$ cat src/rtl/otter_hazard_pkg.sv
// Shared types for the pipeline hazard controller: FSM states, forward selects, scoreboard entries.
package otter_hazard_pkg;

  typedef enum logic [1:0] {
    RUN        = 2'd0,
    LOAD_STALL = 2'd1,
    FLUSH      = 2'd2
  } hz_state_e;

  typedef enum logic [1:0] {
    FWD_RF = 2'b00,
    FWD_EX = 2'b01,
    FWD_WB = 2'b10
  } fwd_sel_e;

  typedef struct packed {
    logic [4:0] rd;
    logic       regwrite;
    logic       memread;
  } sb_entry_t;

  // An in-flight writer only matters if it really writes, is not x0, and the operand is really read.
  function automatic logic sb_hit(input sb_entry_t ent, input logic [4:0] rs, input logic used);
    return ent.regwrite && (ent.rd != 5'd0) && (ent.rd == rs) && used;
  endfunction

endpackage

$ cat src/rtl/hazard_fwd_unit.sv
// Per-operand dependency compare against the EXS/MEMS scoreboard; yields a stall request and a forward select.
// Build option HAZARD_FWD_EN: forward from EX/WB; when undefined every dependency requests a stall.
module hazard_fwd_unit
  import otter_hazard_pkg::*;
(
  input  logic [4:0] rs_addr,
  input  logic       rs_used,
  input  sb_entry_t  exs,
  input  sb_entry_t  mems,
  output logic       stall_req,
  output fwd_sel_e   fwd_sel
);

  logic ex_hit;
  logic mem_hit;

  assign ex_hit  = sb_hit(exs, rs_addr, rs_used);
  assign mem_hit = sb_hit(mems, rs_addr, rs_used);

`ifdef HAZARD_FWD_EN
  // Load data is not available from the execute register, so only a load in EX forces a stall.
  assign stall_req = ex_hit && exs.memread;

  always_comb begin
    fwd_sel = FWD_RF;
    if (ex_hit && !exs.memread) begin
      fwd_sel = FWD_EX;
    end else if (mem_hit) begin
      fwd_sel = FWD_WB;
    end
  end
`else
  assign stall_req = ex_hit || mem_hit;
  assign fwd_sel   = FWD_RF;
`endif

endmodule

$ cat src/rtl/pipeline_hazard_ctrl.sv
// Hazard controller: load-use stall, redirect flush, operand forwarding and a saturating stall counter.
// Build option HAZARD_FWD_EN enables forwarding; without it any in-flight dependency stalls.
//
// state      | meaning
// RUN        | normal issue; redirect, stall and forwarding decided from decode + scoreboard
// LOAD_STALL | cycle after a stall; leaves once no stall request remains
// FLUSH      | bubbles after a taken redirect; EX_PCSOURCE ignored until the counter expires
module pipeline_hazard_ctrl
  import otter_hazard_pkg::*;
#(
  parameter int FLUSH_CYCLES = 2,
  parameter int CNT_W        = 16
) (
  input  logic             HZ_CLOCK,
  input  logic             HZ_RESET_N,
  input  logic [4:0]       DEC_RS1_ADDR,
  input  logic [4:0]       DEC_RS2_ADDR,
  input  logic             DEC_RS1_USED,
  input  logic             DEC_RS2_USED,
  input  logic [4:0]       DEC_RD_ADDR,
  input  logic             DEC_REG_WRITE,
  input  logic             DEC_MEM_READ2,
  input  logic [1:0]       EX_PCSOURCE,
  output logic             PC_STALL,
  output logic             DEC_STALL,
  output logic             EX_BUBBLE,
  output logic             FD_FLUSH,
  output logic [1:0]       FWD_A_SEL,
  output logic [1:0]       FWD_B_SEL,
  output logic [1:0]       HZ_STATE,
  output logic [CNT_W-1:0] HZ_STALL_CNT
);

  localparam logic [1:0] FLUSH_LOAD = 2'(FLUSH_CYCLES - 1);

  hz_state_e        state_q;
  hz_state_e        state_d;
  logic [1:0]       flush_cnt_q;
  logic [1:0]       flush_cnt_d;
  sb_entry_t        exs_q;
  sb_entry_t        mems_q;
  sb_entry_t        dec_entry;
  logic [CNT_W-1:0] stall_cnt_q;

  logic     a_stall;
  logic     b_stall;
  fwd_sel_e a_sel;
  fwd_sel_e b_sel;
  logic     stall_req;
  logic     redirect;
  logic     pc_stall;
  logic     ex_bubble;
  logic     fd_flush;
  fwd_sel_e fwd_a;
  fwd_sel_e fwd_b;

  hazard_fwd_unit u_fwd_a (
    .rs_addr   (DEC_RS1_ADDR),
    .rs_used   (DEC_RS1_USED),
    .exs       (exs_q),
    .mems      (mems_q),
    .stall_req (a_stall),
    .fwd_sel   (a_sel)
  );

  hazard_fwd_unit u_fwd_b (
    .rs_addr   (DEC_RS2_ADDR),
    .rs_used   (DEC_RS2_USED),
    .exs       (exs_q),
    .mems      (mems_q),
    .stall_req (b_stall),
    .fwd_sel   (b_sel)
  );

  assign stall_req = a_stall | b_stall;
  assign redirect  = (EX_PCSOURCE != 2'b00);
  assign dec_entry = '{rd: DEC_RD_ADDR, regwrite: DEC_REG_WRITE, memread: DEC_MEM_READ2};

  always_comb begin
    pc_stall    = 1'b0;
    ex_bubble   = 1'b0;
    fd_flush    = 1'b0;
    fwd_a       = FWD_RF;
    fwd_b       = FWD_RF;
    state_d     = state_q;
    flush_cnt_d = flush_cnt_q;
    case (state_q)
      FLUSH: begin
        fd_flush  = 1'b1;
        ex_bubble = 1'b1;
        if (flush_cnt_q == 2'd0) begin
          state_d = RUN;
        end else begin
          flush_cnt_d = flush_cnt_q - 2'd1;
        end
      end
      default: begin
        // Redirect wins over load-use: the dependent instruction is on the wrong path anyway.
        if (redirect) begin
          fd_flush    = 1'b1;
          ex_bubble   = 1'b1;
          state_d     = FLUSH;
          flush_cnt_d = FLUSH_LOAD;
        end else if (stall_req) begin
          pc_stall  = 1'b1;
          ex_bubble = 1'b1;
          state_d   = LOAD_STALL;
        end else begin
          fwd_a   = a_sel;
          fwd_b   = b_sel;
          state_d = RUN;
        end
      end
    endcase
  end

  always_ff @(posedge HZ_CLOCK or negedge HZ_RESET_N) begin
    if (!HZ_RESET_N) begin
      state_q     <= RUN;
      flush_cnt_q <= 2'd0;
      exs_q       <= '0;
      mems_q      <= '0;
      stall_cnt_q <= '0;
    end else begin
      state_q     <= state_d;
      flush_cnt_q <= flush_cnt_d;
      mems_q      <= exs_q;
      if (ex_bubble) begin
        exs_q <= '0;
      end else begin
        exs_q <= dec_entry;
      end
      if (pc_stall && (stall_cnt_q != '1)) begin
        stall_cnt_q <= stall_cnt_q + CNT_W'(1);
      end
    end
  end

  // Combinational outputs would otherwise follow EX_PCSOURCE/decode while reset is held.
  assign PC_STALL     = HZ_RESET_N & pc_stall;
  assign DEC_STALL    = HZ_RESET_N & pc_stall;
  assign EX_BUBBLE    = HZ_RESET_N & ex_bubble;
  assign FD_FLUSH     = HZ_RESET_N & fd_flush;
  assign FWD_A_SEL    = HZ_RESET_N ? fwd_a : FWD_RF;
  assign FWD_B_SEL    = HZ_RESET_N ? fwd_b : FWD_RF;
  assign HZ_STATE     = state_q;
  assign HZ_STALL_CNT = stall_cnt_q;

endmodule
$ cat config.mk
export PLATFORM = sky130hd
export DESIGN_NAME = pipeline_hazard_ctrl
export DESIGN_NICKNAME = d
export VERILOG_FILES = /design/src/rtl/otter_hazard_pkg.sv /design/src/rtl/hazard_fwd_unit.sv /design/src/rtl/pipeline_hazard_ctrl.sv
export SDC_FILE = /design/constraint.sdc
export NUM_CORES = 1
export LEC_CHECK = 0
export BUFFER_PORTS_ARGS = -buffer_cell sky130_fd_sc_hd__buf_2
export CAP_MARGIN = 20
export CORE_ASPECT_RATIO = 1.1
export CORE_UTILIZATION = 39
export DETAILED_ROUTE_END_ITERATION = 6
export HOLD_SLACK_MARGIN = 0.15
export SETUP_SLACK_MARGIN = 0.5
export SLEW_MARGIN = 20
export SYNTH_ARGS = -nofsm -noshare
export SYNTH_HDL_FRONTEND = slang
export SYNTH_SLANG_ARGS = --single-unit
$ cat constraint.sdc
create_clock -name HZ_CLOCK -period 2.9 [get_ports HZ_CLOCK]
set_clock_uncertainty 0.1 [all_clocks]
set_input_delay 0.29 -clock HZ_CLOCK [delete_from_list [all_inputs] [get_ports HZ_CLOCK]]
set_output_delay 0.29 -clock HZ_CLOCK [all_outputs]
set_load 0.01 [all_outputs]
==> results of run 1 <==
state kept, by name, indices dropped and copies added, names as in the netlist:
register and cells:
HZ_STALL_CNT 16, exs_q 6, mems_q 6, HZ_STATE 2, flush_cnt_q 2
per-layer routing:
metal / track usage (%) / up-vias / part of all wire [%]
li1: - / 642 / -
met5: 0 / - / 0
met3: 4.35 / 9 / 4.8
met4: 7.90 / 0 / 1.8
met2: 29.6 / 38 / 50
met1: 20.4 / 653 / 43
logic make-up after synthesis:
kind of cell             after synthesis
other                                  1
buffers and inverters                 15
XOR/XNOR                              33
AND/OR/NAND/NOR                       56
AO/OA/AOI/OAI                         10
flip-flops                            32
multiplexers                           3
adder cells (fa/ha/maj)                2
through the flow:
step                hold slack, ps  utilization (%)
floorplan                     -106                -
global placement               166             47.9
detailed placement             173             47.9
CTS                            300             53.7
global route                   345             57.1
finish                         340             57.1
placed cells by master (no fill, tap or decap), drive strengths merged:
master        n
and3          4
nor4bb        1
nand3        13
dfrtp        32
and4          1
buf          56
o21ai         4
xor2          9
nor4          4
nand2         6
nand4         5
nand2b        3
clkbuf        7
nor2         11
a21oi         2
and2          3
dlygate4sd3   7
o22ai         3
nor2b         2
nor3          1
mux2          3
ha            2
inv           9
conb          4
or4           2
a41oi         1
xnor2        24
a21boi        1
cell type report:
cell class,instances,area (um2),share of cell area (%)
clock buffers,7,96.3,4.19
inverters,9,33.8,1.47
multi-input cells,109,906,39.4
flip-flops and latches,32,801,34.9
well taps,52,65.1,2.83
repair buffers,63,395,17.2
repair_timing:
action                     CTS  global route
hold buffers                 7             0
pin swaps                    6            16
setup endpoints to repair    3            15
resized for setup            1            17
hold endpoints to repair    24             0
setup buffers                8             3
cloned                       0             1
worst reg2reg max path, stage by stage (launching register included):
cell and delay, ps:
dfrtp_1 380, buf_4 150, buf_4 140, xnor2_2 130, nand3_2 100, nor4_4 330
o21ai_2 140, a21boi_4 160, buf_4 120, buf_4 120, nand3_2 70, mux2_4 300
worst paths after layout:
kind	from	end	slack [ps]	depth (start not counted)
hold / removal	exs_q[1]	mems_q[1]	340	0
setup reg to reg	exs_q[4]	HZ_STALL_CNT[14]	540	11
min in group asynchronous	HZ_RESET_N	HZ_STALL_CNT[5]	390	2
hold reg to reg	exs_q[1]	mems_q[1]	340	0
setup / recovery	mems_q[4]	EX_BUBBLE	390	7
max in group asynchronous	HZ_RESET_N	exs_q[4]	1750	3
where the power goes:
part | internal [mW] | switching, mW
clock | 0.211 | 0.155
combinational | 0.103 | 0.112
sequential | 0.477 | 0.0161
total | 0.790 | 0.283
==> impl_metrics.env, run 1 <==
export IMPL_crit_fanout=3
export IMPL_drtPass1Iterations=4
export IMPL_finalSetupViolations=0
export IMPL_dp_cells=246
export IMPL_antenna_found_initial=0
export IMPL_cts_path_max_buffers=2
export IMPL_outcome="finished clean"
export IMPL_grt_overflow_total=0
export IMPL_p_per_area_nw_per_um2=467
export IMPL_worstPathCellList="or4_1 -> o21ai_2 -> nor4_2 -> o21ai_2 -> nand3_2 -> and2_1 -> buf_2"
export IMPL_pre_cts_ws_ps=532
export IMPL_yosysMostFrequentCell="dfrtp_1"
export IMPL_grt_max_degree=23
export IMPL_placed_area_um2=1930
export IMPL_yosysSeqAreaShare_pct=47.9
export IMPL_dieWidth_um=64.4
export IMPL_synth_top_family_by_area="simple AND/OR/NAND/NOR gates"
export IMPL_synth_compound_area_share_pct=5.46
export IMPL_synth_top_area_share_pct=47.9
export IMPL_cts_buffers=5
export IMPL_synth_xor_area_share_pct=17.3
export IMPL_ir_worst_vdd_uv=289
export IMPL_finalWorstSetupSlack_ps=386
export IMPL_final_hold_viol_count=0
export IMPL_ys_ff_latch=32
export IMPL_synth_adder_area_share_pct=1.50
export IMPL_path_clk_slew_ps=60
export IMPL_cts_sinks=32
export IMPL_syn_instance_count=152
export IMPL_cts_max_level=2
export IMPL_drt_iter0_markers=29
export IMPL_routabilityCongestion=0.888
export IMPL_synth_area_mux_share_pct=2.25
export IMPL_synthFlopType="dfrtp_1"
export IMPL_cpPeakStageDelay_ps=490
export IMPL_required_ps=2510
export IMPL_cp_top_family="simple AND/OR/NAND/NOR gates"
export IMPL_syn_avg_cell_area_um2=11.0
export IMPL_p_leak_nw=1.13
export IMPL_routedWlPerCell_um=14.7
export IMPL_post_route_min_period_ps=2510
export IMPL_area_growth_pct=37.4
export IMPL_grt_pass1_vias=1355
export IMPL_dieArea_um2=4550
export IMPL_hp_class="flip-flop to flip-flop"
export IMPL_grt_pass1_wl_um=5990
export IMPL_crit_path_frequent_cell="o21ai_2"
export IMPL_power_mw=1.07
export IMPL_slowest_stage="or4_1"
export IMPL_yosysWarnings=0
export IMPL_vias_per_cell=4.93
export IMPL_routed_wl_um=4000
export IMPL_ys_async_sr_fraction_pct=100
export IMPL_post_dp_hpwl_um=2600
export IMPL_fin_crit_sh_pct=86.7
export IMPL_drc=0
export IMPL_stdcell_area_um2=2300
export IMPL_synth_common_cells="dfrtp_1, xnor2_1, nand3_1, nor2_1"
export IMPL_yosys_area_top_type="dfrtp_1"
export IMPL_drive_gt1_share_pct=41.8
export IMPL_port_buffers=43
export IMPL_tns_ps=0
export IMPL_critPathArrivalTime_ps=2120
export IMPL_insertion_delay_ps=280
export IMPL_timing_final_max_slew_violations=0
export IMPL_ant_nets=0
export IMPL_synthSimpleGateAreaFrac_pct=20.4
export IMPL_cp_end_kind="output pin"
export IMPL_num_antenna_cells=0
export IMPL_io_pins=49
export IMPL_cts_tree="yes"
export IMPL_worst_setup_path_type="flip-flop to output pin"
export IMPL_yosys_top_cells_area="dfrtp_1, xnor2_1, xor2_1"
export IMPL_fill_cells=383
export IMPL_final_cells=272
export IMPL_rows=24
export IMPL_synth_edff_count=0
export IMPL_core_area_um2=4020
export IMPL_rsz0062_at_grt="yes"
export IMPL_critPathLaunchType="flip-flop"
export IMPL_final_net_count=245
export IMPL_gr_usage_all_layers_pct=17.4
export IMPL_vias=1342
export IMPL_synth_cell_types=33
export IMPL_cts_root_buf="clkbuf_8"
export IMPL_syn_area_um2=1670
export IMPL_fmax_ghz=0.398
export IMPL_initial_core_util_pct=41.5
export IMPL_maxCapViolations=0
export IMPL_crit_buf_inv=1
export IMPL_fp_dieH_um=70.7
Power figures use the tool's default switching activity.
==> inputs of run 2 (changes only) <==
--- a/config.mk
+++ b/config.mk
@@ -5,6 +5,7 @@
 export SDC_FILE = /design/constraint.sdc
 export NUM_CORES = 1
 export LEC_CHECK = 0
+export ABC_AREA = 1
 export BUFFER_PORTS_ARGS = -buffer_cell sky130_fd_sc_hd__buf_2
 export CAP_MARGIN = 20
 export CORE_ASPECT_RATIO = 1.1
==> impl_metrics.env, run 2 <==
export IMPL_outcome="finished clean"
export IMPL_cp_end_kind="output pin"
export IMPL_hold_start="exs_q[1]"
export IMPL_layout_common_cells="nand2_1, buf_2, dfrtp_1"
export IMPL_final_hold_viol_count=0
export IMPL_dieWidth_um=70.9
export IMPL_grt_pass1_wl_um=7790
export IMPL_grt_max_degree=22
export IMPL_synthSimpleGateAreaFrac_pct=38.6
export IMPL_grt_overflow_total=0
export IMPL_grt_pass1_vias=1814
export IMPL_io_pins=49
export IMPL_yosys_area_top_type="dfrtp_1"
export IMPL_initial_core_util_pct=40.7
export IMPL_synth_top_area_share_pct=39.4
export IMPL_rsz0062_at_grt="no"
export IMPL_finalWorstSetupSlack_ps=706
export IMPL_yosysWarnings=0
export IMPL_syn_instance_count=250
export IMPL_fin_crit_sh_pct=75.7
export IMPL_post_route_min_period_ps=2190
export IMPL_ys_ff_latch=32
export IMPL_rows=27
export IMPL_rrSetupSlack_ps=1030
export IMPL_stdcell_area_um2=2500
export IMPL_routed_wl_um=4310
export IMPL_hp_class="flip-flop to flip-flop"
export IMPL_syn_avg_cell_area_um2=8.14
export IMPL_slowest_stage="dfrtp_1"
export IMPL_crit_fanout=7
export IMPL_insertion_delay_ps=290
export IMPL_internal_power_mw=0.860
export IMPL_yosysMostFrequentCell="nand2_1"
export IMPL_routabilityCongestion=0.827
export IMPL_grt_busiest_layer="met2"
export IMPL_synth_cell_types=29
export IMPL_whs_endpoint="mems_q[1]"
export IMPL_num_antenna_cells=0
export IMPL_post_dp_hpwl_um=3210
export IMPL_maxCapViolations=0
export IMPL_core_area_um2=5000
export IMPL_yosysSeqAreaShare_pct=39.4
export IMPL_synth_common_cells="nand2_1, dfrtp_1, inv_1"
export IMPL_power_net_switching_mw=0.322
export IMPL_gr_usage_met3_pct=4.68
export IMPL_combPwrFrac_pct=18.2
export IMPL_synth_adder_area_share_pct=1.23
export IMPL_swShare_pct=27.2
export IMPL_vias=1788
export IMPL_grtUsageMet1_pct=23.2
export IMPL_cts_tree="yes"
export IMPL_worst_setup_path_type="flip-flop to output pin"
export IMPL_cts_sinks=32
export IMPL_clkPwrFrac_pct=39.9
export IMPL_holdPathStages=0
export IMPL_p_leak_nw=1.41
export IMPL_p_seq_share_pct=41.9
export IMPL_synth_xor_area_share_pct=11.2
export IMPL_area_growth_pct=23.1
export IMPL_dieArea_um2=5510
export IMPL_routedWlPerCell_um=11.8
export IMPL_layout_commonest_cell="nand2_1"
export IMPL_drt_iter0_markers=70
export IMPL_grt_util_met2_pct=29.5
export IMPL_ff2ff_path_depth=10
export IMPL_synth_top_family_by_area="simple AND/OR/NAND/NOR gates"
export IMPL_finalSetupViolations=0
export IMPL_ys_async_sr_fraction_pct=100
export IMPL_drtPass1Iterations=6
export IMPL_cts_buffers=5
export IMPL_largest_reg_flops=16
export IMPL_path_clk_slew_ps=60
export IMPL_p_per_area_nw_per_um2=472
export IMPL_cts_path_max_buffers=2
export IMPL_cts_root_buf="clkbuf_8"
export IMPL_critPathLaunchType="flip-flop"
export IMPL_r2r_start="exs_q[3]"
export IMPL_ir_worst_vdd_uv=237
export IMPL_final_net_count=331
export IMPL_timing_final_max_slew_violations=0
export IMPL_tns_ps=0
export IMPL_placed_area_um2=2290
export IMPL_synth_area_mux_share_pct=0
export IMPL_synth_edff_count=0
export IMPL_r2r_end="HZ_STALL_CNT[14]"
export IMPL_cts_max_level=2
export IMPL_critPathArrivalTime_ps=1800
export IMPL_port_buffers=43
export IMPL_drc=0
export IMPL_vias_per_cell=4.90
export IMPL_gr_usage_all_layers_pct=18.3
export IMPL_pre_cts_ws_ps=834
export IMPL_syn_area_um2=2030
export IMPL_antenna_found_initial=0
export IMPL_ant_nets=0
export IMPL_required_ps=2510
export IMPL_drive_gt1_share_pct=25.4
export IMPL_synth_compound_area_share_pct=0.984
export IMPL_fp_dieH_um=77.8
export IMPL_yosys_top_cells_area="dfrtp_1, nand2_1, nand4_1"
export IMPL_fill_cells=499
export IMPL_cpPeakStageDelay_ps=430
export IMPL_synthFlopType="dfrtp_1"
export IMPL_fmax_ghz=0.456
export IMPL_worstPathCellList="nor2_1 -> nand3_2 -> nand2_2 -> inv_1 -> nand4_1 -> nand2_1 -> nor2_8 -> nand2_4 -> nand2_1 -> inv_1 -> buf_2"
## run 2: changes by cell type after synthesis, moves of 4 or more
cell / before / now
nand2_1: 6 / 63
inv_1: 9 / 29
nand4_1: 4 / 21
nor2_1: 10 / 23
xnor2_1: 24 / 13
and3_1: 4 / 0
nor2_2: 1 / 5
o21ai_2: 4 / 0
xor2_1: 9 / 13
## run 2: how the worst max path moves through the flow
| stage | from | to | slack (ps) | depth (start not counted) |
|---|---|---|---|---|
| after floorplan | exs_q[3] | PC_STALL | 950 | 8 |
| after global routing | exs_q[3] | DEC_STALL | 530 | 10 |
| after global placement | EX_PCSOURCE[1] | DEC_STALL | 880 | 7 |
| final | exs_q[3] | EX_BUBBLE | 710 | 11 |
| after detailed placement | EX_PCSOURCE[1] | DEC_STALL | 830 | 7 |
| after CTS | exs_q[3] | EX_BUBBLE | 590 | 11 |
## run 2: kinds of logic after synthesis
family | Yosys count
compound gates | 4
simple gates | 146
fa+ha+maj | 2
buf+inv | 39
flops | 32
other cells | 1
xor+xnor | 26
## run 2: timing repair
action                                  4_1_cts  5_1_grt
endpoints found under the setup margin        0        3
gates resized for setup                       0        1
hold endpoints to repair                     17        0
setup buffers                                 0        2
hold buffers                                  7        0
## run 2: metrics by stage
| step | hold WS [ps] | util [%] | std cells | power [mW] |
|---|---|---|---|---|
| floorplan | -106 | - | 253 | 0.650 |
| global placement | 110 | 45.8 | 348 | 0.709 |
| detailed placement | 114 | 45.8 | 348 | 0.714 |
| CTS | 293 | 49.7 | 363 | 1.19 |
| global route | 297 | 50.1 | 365 | 1.24 |
| finish | 289 | 50.1 | 365 | 1.18 |
## run 2: critical path: cells and delay by family (launching register included)
family	cells	cell delay, ps
buffers and inverters	3	210
flip-flops	1	430
AND/OR/NAND/NOR	8	880
## run 2: final cells by class
cell class	instances	area, um2	share of cell area, %
multi-input cells	182	1080	43.0
flip-flops and latches	32	801	32.0
repair buffers	53	308	12.3
inverters	32	120	4.80
clock buffers	7	96.3	3.85
well taps	58	72.6	2.90
clock inverters	1	30.0	1.20
## run 2: power by group through the flow
| stage | Sequential (mW) | Clock (mW) | Combinational [mW] |
|---|---|---|---|
| detailed placement | 0.504 | 0 | 0.210 |
| global route | 0.499 | 0.499 | 0.245 |
| finish | 0.495 | 0.472 | 0.215 |
| CTS | 0.495 | 0.479 | 0.219 |
| global placement | 0.503 | 0 | 0.205 |
| floorplan | 0.504 | 0 | 0.146 |
## run 2: routing by layer
| layer | wire (um) | up-vias |
|---|---|---|
| met4 | 128 | 0 |
| li1 | - | 909 |
| met2 | 2000 | 36 |
| met3 | 158 | 12 |
| met1 | 2020 | 831 |
| met5 | 0 | - |
==> inputs of run 3 (changes only) <==
==> constraint.sdc (replaced) <==
create_clock -name HZ_CLOCK -period 2.1 [get_ports HZ_CLOCK]
set_clock_uncertainty 0.1 [all_clocks]
set_input_delay 0.21 -clock HZ_CLOCK [delete_from_list [all_inputs] [get_ports HZ_CLOCK]]
set_output_delay 0.21 -clock HZ_CLOCK [all_outputs]
set_load 0.01 [all_outputs]
==> impl_metrics.env, run 3 (synthesis gave the netlist of run 2 again) <==
export IMPL_finalWorstSetupSlack_ps=107
export IMPL_critPathArrivalTime_ps=1680
export IMPL_stdcell_area_um2=2750
export IMPL_antenna_found_initial=0
export IMPL_io_pins=49
export IMPL_cts_tree="yes"
export IMPL_dieArea_um2=5510
export IMPL_vias=1864
export IMPL_port_buffers=43
export IMPL_grt_max_degree=19
export IMPL_fin_crit_sh_pct=94.9
export IMPL_timing_final_max_slew_violations=0
export IMPL_largest_reg_flops=16
export IMPL_dieWidth_um=70.9
export IMPL_layout_area_seq_um2=807
export IMPL_area_growth_pct=35.0
export IMPL_gr_usage_all_layers_pct=18.9
export IMPL_post_route_min_period_ps=1990
export IMPL_p_leak_nw=1.47
export IMPL_whs_ps=250
export IMPL_path_clk_slew_ps=70
export IMPL_routabilityCongestion=0.849
export IMPL_cts_max_level=2
export IMPL_ir_worst_vdd_uv=356
export IMPL_layout_commonest_cell="nand2_1"
export IMPL_final_net_count=341
export IMPL_pre_cts_ws_ps=219
export IMPL_fill_cells=456
export IMPL_core_area_um2=5000
export IMPL_finalSetupViolations=0
export IMPL_dp_cells=350
export IMPL_multi_input_area_um2=1240
export IMPL_grt_pass1_vias=1788
export IMPL_fp_dieH_um=77.8
export IMPL_grt_pass1_wl_um=8080
export IMPL_drc=0
export IMPL_crit_fanout=5
export IMPL_cts_buffers=5
export IMPL_outcome="finished clean"
export IMPL_worst_setup_path_type="flip-flop to output pin"
export IMPL_rsz0062_at_grt="yes"
export IMPL_fmax_ghz=0.502
export IMPL_maxCapViolations=0
export IMPL_tns_ps=0
export IMPL_post_dp_hpwl_um=3260
export IMPL_num_antenna_cells=0
export IMPL_final_cells=375
export IMPL_ant_nets=0
export IMPL_drtPass1Iterations=6
export IMPL_hp_class="input pin to flip-flop"
export IMPL_drive_gt1_share_pct=37.5
export IMPL_initial_core_util_pct=40.7
export IMPL_grt_overflow_total=0
export IMPL_critPathLaunchType="flip-flop"
export IMPL_layout_common_cells="nand2_1, buf_2, dfrtp_1"
export IMPL_insertion_delay_ps=290
export IMPL_cts_sinks=32
export IMPL_drt_iter0_markers=78
export IMPL_required_ps=1790
export IMPL_cts_root_buf="clkbuf_8"
export IMPL_cts_path_max_buffers=2
export IMPL_p_per_area_nw_per_um2=605
export IMPL_placed_area_um2=2320
export IMPL_rows=27
export IMPL_cp_end_kind="output pin"
export IMPL_utilization_pct=54.9
export IMPL_rrSetupSlack_ps=220
export IMPL_power_mw=1.66
export IMPL_vias_per_cell=4.97
export IMPL_final_hold_viol_count=0
export IMPL_routed_wl_um=4690
export IMPL_routedWlPerCell_um=12.5
run 3: power breakdown:
group / switching, mW / total [mW] / internal, mW
logic: 0.235 / 0.388 / 0.153
registers: 0.0271 / 0.688 / 0.661
clock network: 0.236 / 0.587 / 0.351
run 3: cell type report:
class / count / area share (%)
Multi-Input combinational cell: 185 / 45.2
Sequential cell: 32 / 29.4
Timing Repair Buffer: 60 / 14.2
Inverter: 32 / 4.51
Tap cell: 58 / 2.64
Clock buffer: 5 / 2.51
Clock inverter: 3 / 1.55
run 3: routing by layer:
metal | vias up | GRT usage [%] | routed length, um
li1 | 936 | - | -
met1 | 877 | 24.9 | 2180
met2 | 45 | 30.1 | 2260
met3 | 6 | 3.90 | 182
met4 | 0 | 7.80 | 78
met5 | - | 0 | 0
run 3: final timing paths:
path / cells after the start / endpoint / start
setup / recovery: 11 / EX_BUBBLE / exs_q[3]
min in group asynchronous: 3 / mems_q[1] / HZ_RESET_N
max in group asynchronous: 3 / HZ_STALL_CNT[2] / HZ_RESET_N
hold / removal: 5 / HZ_STALL_CNT[4] / EX_PCSOURCE[0]
hold reg to reg: 0 / mems_q[1] / exs_q[1]
setup reg to reg: 12 / HZ_STALL_CNT[12] / exs_q[3]
run 3: worst max-delay path, stage by stage (launching register included):
cell and delay, ps:
dfrtp_2 450, nor2_2 130, nand3_2 90, nand2_2 100, nor2_2 40, nand3_1 70, nand2_2 90, nor2_8 160
nand2_4 70, nand2_2 60, inv_2 30, buf_6 100
run 3: what timing repair did:
action,in CTS,in global routing
gates resized for setup,12,34
pin swaps,14,12
cloned,2,1
hold endpoints to repair,38,0
hold buffers,7,0
setup buffers,4,3
setup endpoints to repair,26,27
